===== src/rtl/mac_neuron_serial.sv =====
// Serial multiply-accumulate neuron: one multiplier streams a frame of N_IN activations through
// a writable weight memory, then applies bias, ReLU, rescale and saturation. Option: NEURON_SAT_STATUS_EN.
module mac_neuron_serial #(
  parameter int unsigned N_IN  = 15,
  parameter int unsigned DW    = 24,
  parameter int unsigned WW    = 8,
  parameter int unsigned ACC_W = 40,
  parameter int unsigned SHIFT = 5,
  parameter int unsigned OUT_W = 8,
  parameter logic signed [ACC_W-1:0] BIAS = '0,
  localparam int unsigned AW = (N_IN > 1) ? $clog2(N_IN) : 1
) (
  input  logic                    clk,
  input  logic                    reset,
  input  logic                    in_valid,
  output logic                    in_ready,
  input  logic signed [DW-1:0]    in_data,
  input  logic                    w_we,
  input  logic [AW-1:0]           w_addr,
  input  logic signed [WW-1:0]    w_data,
  output logic                    out_valid,
  input  logic                    out_ready,
  output logic [OUT_W-1:0]        out_data
`ifdef NEURON_SAT_STATUS_EN
  ,
  output logic                    out_sat,
  output logic [15:0]             sat_count
`endif
);

  localparam int unsigned PW = DW + WW;
  localparam logic [AW-1:0] LAST = AW'(N_IN - 1);
  localparam logic [AW:0] N_IN_L = (AW + 1)'(N_IN);

  typedef enum logic [1:0] {ST_ACC, ST_ACT, ST_OUT} state_e;

  state_e                   state_q, state_d;
  logic [AW-1:0]            cnt_q, cnt_d;
  logic signed [ACC_W-1:0]  acc_q, acc_d;
  logic                     out_valid_q, out_valid_d;
  logic [OUT_W-1:0]         out_data_q, out_data_d;
  logic                     in_ready_q, in_ready_d;
  logic signed [WW-1:0]     w_mem_q [N_IN];

  logic signed [WW-1:0]     w_rd_c;
  logic signed [PW-1:0]     prod_c;
  logic signed [ACC_W-1:0]  shifted_c;
  logic                     clip_c;
  logic                     sat_hit_c;
  logic [OUT_W-1:0]         act_c;

`ifdef NEURON_SAT_STATUS_EN
  logic                     out_sat_q, out_sat_d;
  logic [15:0]              sat_count_q, sat_count_d;
`endif

  // Datapath: full-width signed product and the activation of the finished sum
  assign w_rd_c    = w_mem_q[cnt_q];
  assign prod_c    = PW'(in_data) * PW'(w_rd_c);
  assign shifted_c = acc_q >>> SHIFT;
  assign clip_c    = |shifted_c[ACC_W-1:OUT_W];
  assign sat_hit_c = !acc_q[ACC_W-1] && clip_c;
  assign act_c     = acc_q[ACC_W-1] ? '0 : (clip_c ? '1 : shifted_c[OUT_W-1:0]);

  // Next-state and output logic
  always_comb begin
    state_d     = state_q;
    cnt_d       = cnt_q;
    acc_d       = acc_q;
    out_valid_d = out_valid_q;
    out_data_d  = out_data_q;
`ifdef NEURON_SAT_STATUS_EN
    out_sat_d   = out_sat_q;
    sat_count_d = sat_count_q;
`endif
    unique case (state_q)
      ST_ACC: begin
        if (in_valid && in_ready_q) begin
          acc_d = ((cnt_q == '0) ? BIAS : acc_q) + ACC_W'(prod_c);
          if (cnt_q == LAST) begin
            cnt_d   = '0;
            state_d = ST_ACT;
          end else begin
            cnt_d = cnt_q + AW'(1);
          end
        end
      end
      ST_ACT: begin
        out_data_d  = act_c;
        out_valid_d = 1'b1;
        state_d     = ST_OUT;
`ifdef NEURON_SAT_STATUS_EN
        out_sat_d = sat_hit_c;
        if (sat_hit_c && (sat_count_q != 16'hFFFF)) begin
          sat_count_d = sat_count_q + 16'd1;
        end
`endif
      end
      ST_OUT: begin
        if (out_ready) begin
          out_valid_d = 1'b0;
          state_d     = ST_ACC;
        end
      end
      default: state_d = ST_ACC;
    endcase
    in_ready_d = (state_d == ST_ACC);
  end

  always_ff @(posedge clk) begin
    if (reset) begin
      state_q     <= ST_ACC;
      cnt_q       <= '0;
      acc_q       <= '0;
      out_valid_q <= 1'b0;
      out_data_q  <= '0;
      in_ready_q  <= 1'b1;
`ifdef NEURON_SAT_STATUS_EN
      out_sat_q   <= 1'b0;
      sat_count_q <= '0;
`endif
    end else begin
      state_q     <= state_d;
      cnt_q       <= cnt_d;
      acc_q       <= acc_d;
      out_valid_q <= out_valid_d;
      out_data_q  <= out_data_d;
      in_ready_q  <= in_ready_d;
`ifdef NEURON_SAT_STATUS_EN
      out_sat_q   <= out_sat_d;
      sat_count_q <= sat_count_d;
`endif
    end
  end

  // Weight memory: reads see the pre-edge value, out-of-range writes are dropped
  always_ff @(posedge clk) begin
    if (reset) begin
      for (int unsigned i = 0; i < N_IN; i++) begin
        w_mem_q[i] <= '0;
      end
    end else if (w_we && ({1'b0, w_addr} < N_IN_L)) begin
      w_mem_q[w_addr] <= w_data;
    end
  end

  assign in_ready  = in_ready_q;
  assign out_valid = out_valid_q;
  assign out_data  = out_data_q;
`ifdef NEURON_SAT_STATUS_EN
  assign out_sat   = out_sat_q;
  assign sat_count = sat_count_q;
`endif

endmodule


===== config.mk =====
export PLATFORM = sky130hd
export DESIGN_NAME = mac_neuron_serial
export DESIGN_NICKNAME = d
export VERILOG_FILES = /design/src/rtl/mac_neuron_serial.sv
export SDC_FILE = /design/constraint.sdc
export NUM_CORES = 1
export LEC_CHECK = 0
export ABC_AREA = 1
export CAP_MARGIN = 10
export CORE_ASPECT_RATIO = 1.4
export CORE_UTILIZATION = 38
export CTS_BUF_LIST = sky130_fd_sc_hd__clkbuf_4
export DETAILED_ROUTE_END_ITERATION = 8
export GPL_TIMING_DRIVEN = 0
export PLACE_DENSITY = 0.51
export SYNTH_ARGS = -nofsm -noshare
export SYNTH_HDL_FRONTEND = slang
export SYNTH_SLANG_ARGS = --single-unit

===== constraint.sdc =====
create_clock -name clk -period 8.4 [get_ports clk]
set_input_delay 2.52 -clock clk [delete_from_list [all_inputs] [get_ports clk]]
set_output_delay 2.52 -clock clk [all_outputs]
set_load 0.005 [all_outputs]

==> results.md <==
* 89.3% — final clock period utilization by the worst path
* 0 — warnings from Yosys
* 0.64 ns — clk_lat worst skew
* 0.953 — Final GP Congestion
* 0 — post-CTS setup buffer count
* 0% — share of flip-flops with an asynchronous set or reset
* 4 — CTS H-tree lvls
* 51 — number of top-level design ports
* 2485 — fin nets
* 2 — antenna violations before repair
* 7.50 ns — crit path time final
* 2 — maximum buffer depth of the clock tree
* 1.78% — multiplexer fraction of the synthesized cell area
* 0.704% — Post-Synth XOR/XNOR Area
* 0 — post_cts resized
* false — unrepaired setup endpoints after global routing
* 29.0% — share of the yosys chip area belonging to registers
* 133 MHz — Fmax achieved
* 13700 — total vias in the final route
* acc_q[0] — Worst Hold Path EP
* 9.44% — Syn-to-layout area delta
* 1.01 ns — Tightest Pin Transition
* 7.16% — share of the synthesized area in compound gates (AO/OA/AOI/OAI)
* flop — kind of end point of the critical path
* 44900 um — placed wire-length estimate
* 23.8% — global-route usage over all layers
* built — CTS tree
* 4672 — fillcell total
* 31.0% — Synth Area in Adders
* 46700 um2 — floorplan die area
* 25 — cells on worst reg2reg path
* 32.7% — Slew headroom
* 255 um — Die Span Y
* 0.16 ns — clock-pin slew on the worst setup and hold paths
* 14500 — via count of the first global-routing pass
* 18 — largest net degree at the start of global routing
* acc_q[32] — endpoint of the most critical register-to-register path
* 377 x sky130_fd_sc_hd__nor2_1, 374 x sky130_fd_sc_hd__nand2_1, 356 x sky130_fd_sc_hd__inv_1, 216 x sky130_fd_sc_hd__fa_1, 128 x sky130_fd_sc_hd__edfxtp_1 — top library cells by usage in the layout, fill and taps aside
* 0.119 ns — Place WS
* reg2reg — class of the most critical hold timing path
* 8.06 ns — Arrival @ worst endpoint
* 0 — DRC violation count after routing
* sky130_fd_sc_hd__clkbuf_4 — root cell of the clock tree
* 8.97 ns — required arrival time at the worst endpoint
* in2reg — WS Path Type
* sky130_fd_sc_hd__fa_1 — largest area contributor in the synthesized netlist
* 128 — number of synthesized flops with an enable pin
* 2768 — fin cells
* 0 — max-capacitance violation count
* 17400 um2 — Cell Area, Synth
* 1.63 ns — setup slack on the worst flop-to-flop path
* input pin — kind of start point of the critical path
* 50 — port bufs
* 8.44 um2 — mean cell area of the mapped netlist
* 82800 um — wire length of the first global-routing pass
* 0.901 ns — minimum setup slack in the final design
* 0 — # setup viols final
* 19.3 um — DR WL/cell
* 0 — Remaining Overflow, GRT
* 0.0212 ns — worst setup skew after layout
* 92 — standard-cell row count
* 10600 um2 — footprint of the multi-input gates
* 188 — post-synthesis register bit count
* acc_q[0] — launch instance of the worst min-delay path
* 2065 — Syn Inst Count
* sky130_fd_sc_hd__edfxtp_1 — most used flip-flop cell after synthesis
* 0 — Detail Route Antenna Nets
* 0 — Fin. Hold Viols
* 2734 — # placed instances
* 45100 um2 — Core Area
* 41 — distinct cell type count after synthesis
* 183 um — width of the chip
* finished clean — result of the run
* 188 — Num Clock Sinks
* sky130_fd_sc_hd__nor2_1 — most frequent standard cell in the layout excluding fill and tap cells
* 2 — cell depth of the worst hold path
* 24.8% — top cell type's share of synthesized area
* adder cells — dominant combinational cell family by area after synthesis
* 5040 um2 — area taken by flip-flops and latches
* 53500 um — aggregate routed wire length
* 20.1% — simple-gate share of the synthesized area
* 0 — Post-CTS Hold Fix Bufs
* 769 — starting DRC count in detailed routing
* 17 — top fanout value on the critical path
* 4.96 — detailed-route vias per instance
* sky130_fd_sc_hd__fa_1 25%, sky130_fd_sc_hd__edfxtp_1 22%, sky130_fd_sc_hd__nor2_1 8.1% — dominant cells by area after synthesis
* 17 — total clock buffers created by CTS
* 4.32% — share of final-layout standard cells stronger than drive strength 1
* 6 — detailed-router iteration count before antenna repair
* 38.6% — starting utilization of the core area
* 0 — count of pins over their slew limit
## critical path: stages
cell and delay, ns:
sky130_fd_sc_hd__clkdlybuf4s50_1 0.57, sky130_fd_sc_hd__inv_1 0.20, sky130_fd_sc_hd__nor2_4 0.66, sky130_fd_sc_hd__fa_1 0.56
sky130_fd_sc_hd__fa_1 0.50, sky130_fd_sc_hd__fa_1 0.54, sky130_fd_sc_hd__inv_1 0.05, sky130_fd_sc_hd__fa_1 0.47
sky130_fd_sc_hd__inv_1 0.04, sky130_fd_sc_hd__ha_1 0.27, sky130_fd_sc_hd__ha_1 0.38, sky130_fd_sc_hd__nand2_1 0.17
sky130_fd_sc_hd__nor2_1 0.25, sky130_fd_sc_hd__nand2_1 0.15, sky130_fd_sc_hd__nor2_1 0.18, sky130_fd_sc_hd__nand3_1 0.18
sky130_fd_sc_hd__nand4_1 0.14, sky130_fd_sc_hd__nand3_1 0.09, sky130_fd_sc_hd__nand2_1 0.09, sky130_fd_sc_hd__inv_1 0.04
## worst max-delay path by stage
stage	startpoint	endpoint	slack, ns
6_report	in_data[23]	acc_q[37]	0.90
5_1_grt	in_data[23]	acc_q[37]	0.55
4_1_cts	in_data[23]	acc_q[37]	0.83
3_5_place_dp	in_data[23]	acc_q[37]	0.12
3_3_place_gp	in_data[23]	acc_q[37]	-0.77
2_1_floorplan	in_data[23]	acc_q[37]	1.03
## cell families (layout without fill, tap and decap cells)
family / after synthesis / after routing
flip-flops: 188 / 188
other: 1 / 10
adder cells (fa/ha/maj): 302 / 302
XOR/XNOR: 14 / 14
AND/OR/NAND/NOR: 874 / 874
AO/OA/AOI/OAI: 224 / 224
buffers and inverters: 431 / 514
multiplexers: 31 / 31
## state kept, by name, summed over array words and instances (netlist names), named ones only
register	flops
cnt_q	4
in_ready	1
out_valid	1
out_data	8
state_q	2
w_mem_q	128
acc_q	40
## per-layer routing
layer | routed length (um) | track usage, % | up-vias
li1 | - | - | 6594
met1 | 19700 | 25.0 | 6750
met2 | 30100 | 46.8 | 293
met3 | 1200 | 2.18 | 98
met4 | 2520 | 11.1 | 0
met5 | 0 | 0 | -
## cell type report
class                      count  area share, %
multi-input combinational   1453           55.7
sequential                   188           26.5
inverter                     365           7.19
tap                          611           4.01
timing repair buffer          51           2.70
buffer                        66           2.19
clock inverter                13          0.978
clock buffer                  19          0.748
antenna                        2         0.0263
## per-stage QoR
stage	hold WS (ns)	utilization (%)	area (um2)	setup TNS [ns]
6_report	0.468	42.2	19100	0
5_1_grt	0.498	42.2	19100	0
4_1_cts	0.473	42.2	19100	0
3_5_place_dp	0.453	41.5	18700	0
3_3_place_gp	0.440	41.5	18700	-8.81
2_1_floorplan	0.430	-	17400	0
## cells in the mapped netlist, types with 2 or more instances
master	number
sky130_fd_sc_hd__o21ai_0	69
sky130_fd_sc_hd__xnor2_1	2
sky130_fd_sc_hd__ha_1	86
sky130_fd_sc_hd__buf_4	9
sky130_fd_sc_hd__o21bai_1	7
sky130_fd_sc_hd__nand4_1	9
sky130_fd_sc_hd__nand3_1	78
sky130_fd_sc_hd__nor4_1	7
sky130_fd_sc_hd__a31oi_1	2
sky130_fd_sc_hd__a21oi_1	98
sky130_fd_sc_hd__o211ai_1	33
sky130_fd_sc_hd__nand2_2	12
sky130_fd_sc_hd__clkbuf_1	31
sky130_fd_sc_hd__fa_1	216
sky130_fd_sc_hd__o21ai_1	10
sky130_fd_sc_hd__buf_1	2
sky130_fd_sc_hd__nand2_1	374
sky130_fd_sc_hd__mux2i_1	31
sky130_fd_sc_hd__inv_1	356
sky130_fd_sc_hd__nor3_1	8
sky130_fd_sc_hd__buf_2	9
sky130_fd_sc_hd__xor2_1	12
sky130_fd_sc_hd__buf_6	13
sky130_fd_sc_hd__clkinv_1	2
sky130_fd_sc_hd__edfxtp_1	128
sky130_fd_sc_hd__inv_2	7
sky130_fd_sc_hd__o211ai_2	2
sky130_fd_sc_hd__dfxtp_1	60
sky130_fd_sc_hd__nand3b_1	4
sky130_fd_sc_hd__nor2_1	377
Power is not shown: default switching activity piles up to over one toggle a cycle in this logic, so the estimate is an artifact.
==> RTL change, RTL diff (same flow settings) <==
One comparison of `cnt_q` changes from == to >=.
--- a/src/rtl/mac_neuron_serial.sv
+++ b/src/rtl/mac_neuron_serial.sv
@@ -78,5 +78,5 @@
         if (in_valid && in_ready_q) begin
           acc_d = ((cnt_q == '0) ? BIAS : acc_q) + ACC_W'(prod_c);
-          if (cnt_q == LAST) begin
+          if (cnt_q >= LAST) begin
             cnt_d   = '0;
             state_d = ST_ACT;
Check against the original RTL: same outputs for any inputs over 10 cycles, from zero or initial values and one cycle with reset high; that may be too few to reach the edited logic, so the function may still have changed.
==> RTL change against the unedited design <==
Area after synthesis grew 1.2%; final area is 0.91% higher; utilization down 0.29 points; setup slack worse by 0.067 ns; critical endpoint is now acc_q[25]; wire length down 0.69%; non-clock buffer count decreased by 4; die area is 1.2% higher; fmax shrank 0.88%; critical path depth fell by 1; sequential cell count did not move; via count shrank 0.48%; hold slack gained 0.0015 ns.
Power is not shown: default switching activity piles up to over one toggle a cycle in this logic, so the estimate is an artifact.
==> RTL change: results (changes against the unedited design) <==
[status]
status = finished clean

[sta]
clock-skew-final_ns = 0.02976  ; +0.008513 ns
fin_crit_sh_pct = 90.07  ; +0.79 points
tightest_slew_ns = 1.026  ; +0.01531 ns
holdWs_ns = 0.4694  ; +0.001528 ns

[global_route]
grt_util_all_layers_pct = 23.63  ; -0.22 points
use_met1_pct = 25.30  ; +0.34 points
grt_max_degree = 18  ; unchanged
grt_use_met3_pct = 2.194  ; +0.013 points
grt_pass1_wl_um = 82730  ; about the same

[setup_path]
r2r_end = acc_q[25]
worstPathArrival_ns = 8.19  ; +0.13 ns
reg2reg_depth = 24  ; -4.0%
critPathMaxStageDelay_ns = 0.68  ; +0.02 ns
regToRegSetupSlack_ns = 1.77  ; +0.14 ns

[yosys]
synth.distinct_cells = 43  ; +4.9%
synthTopCellsByCount = nor2_1, nand2_1, inv_1, fa_1, edfxtp_1
ys_top_cells_by_area = fa_1, edfxtp_1, nor2_1
seq_area_frac_synth_pct = 28.61  ; -0.35 points
ys.warnings.count = 0  ; unchanged
syn_area_per_cell_um2 = 8.636  ; +2.4%

[detailed_routing]
met1_length_um = 19390  ; -1.5%
drt_first_pass_iters = 7  ; +1
wl_met2_um = 29440  ; -2.1%
routed-wl-met3_um = 1597  ; +34%
dr_total_vias = 13669  ; -0.48%
finalWirelength_um = 53100  ; -0.69%
drt_iter0_markers = 743  ; -3.4%

[layout]
nets = 2464  ; -0.85%
drive_gt1_share_pct = 7.461  ; +3.1 points
final_cells = 2750  ; -0.65%

[placement]
placed_area_um2 = 18950  ; +1.2%
placed_cells = 2716  ; -0.66%
post-dp-hpwl_um = 45120  ; +0.50%
pre_cts_ws_ns = 0.05999  ; -0.05945 ns
place_congestion = 0.9334  ; -2.1%

[clock_tree]
insertion_delay_ns = 0.66  ; +0.02 ns
post_cts_resized = 0  ; unchanged

RTL change: changes by cell type in the layout (fill, tap and decap cells not counted), moves of 9 or more:
cell,unedited run,this run
nor2_2,0,40
nand2_1,374,341
nor2_1,377,347
inv_1,356,339
o21ai_1,10,23
nand2_2,12,24
o211ai_1,33,23
o211ai_2,2,11
o21ai_0,69,60
RTL change: layout make-up:
class	count	area, µm²
fill	4772	26610
multi-input combinational	1448	10850
sequential	188	5045
inverter	350	1314
tap	617	772.0
timing repair buffer	50	505.5
buffer	63	459.2
clock buffer	19	142.6
clock inverter	13	141.4
antenna	2	5.005
RTL change: cells by family (layout without fill, tap and decap cells):
family	Yosys count	after routing	share of synthesized area (%)
compound gates	226	226	7.492
xor+xnor	19	19	0.9436
fa+ha+maj	305	305	30.83
buf+inv	413	495	10.05
flops	188	188	28.61
mux	32	32	1.816
other cells	1	10	0.02126
simple gates	858	858	20.23
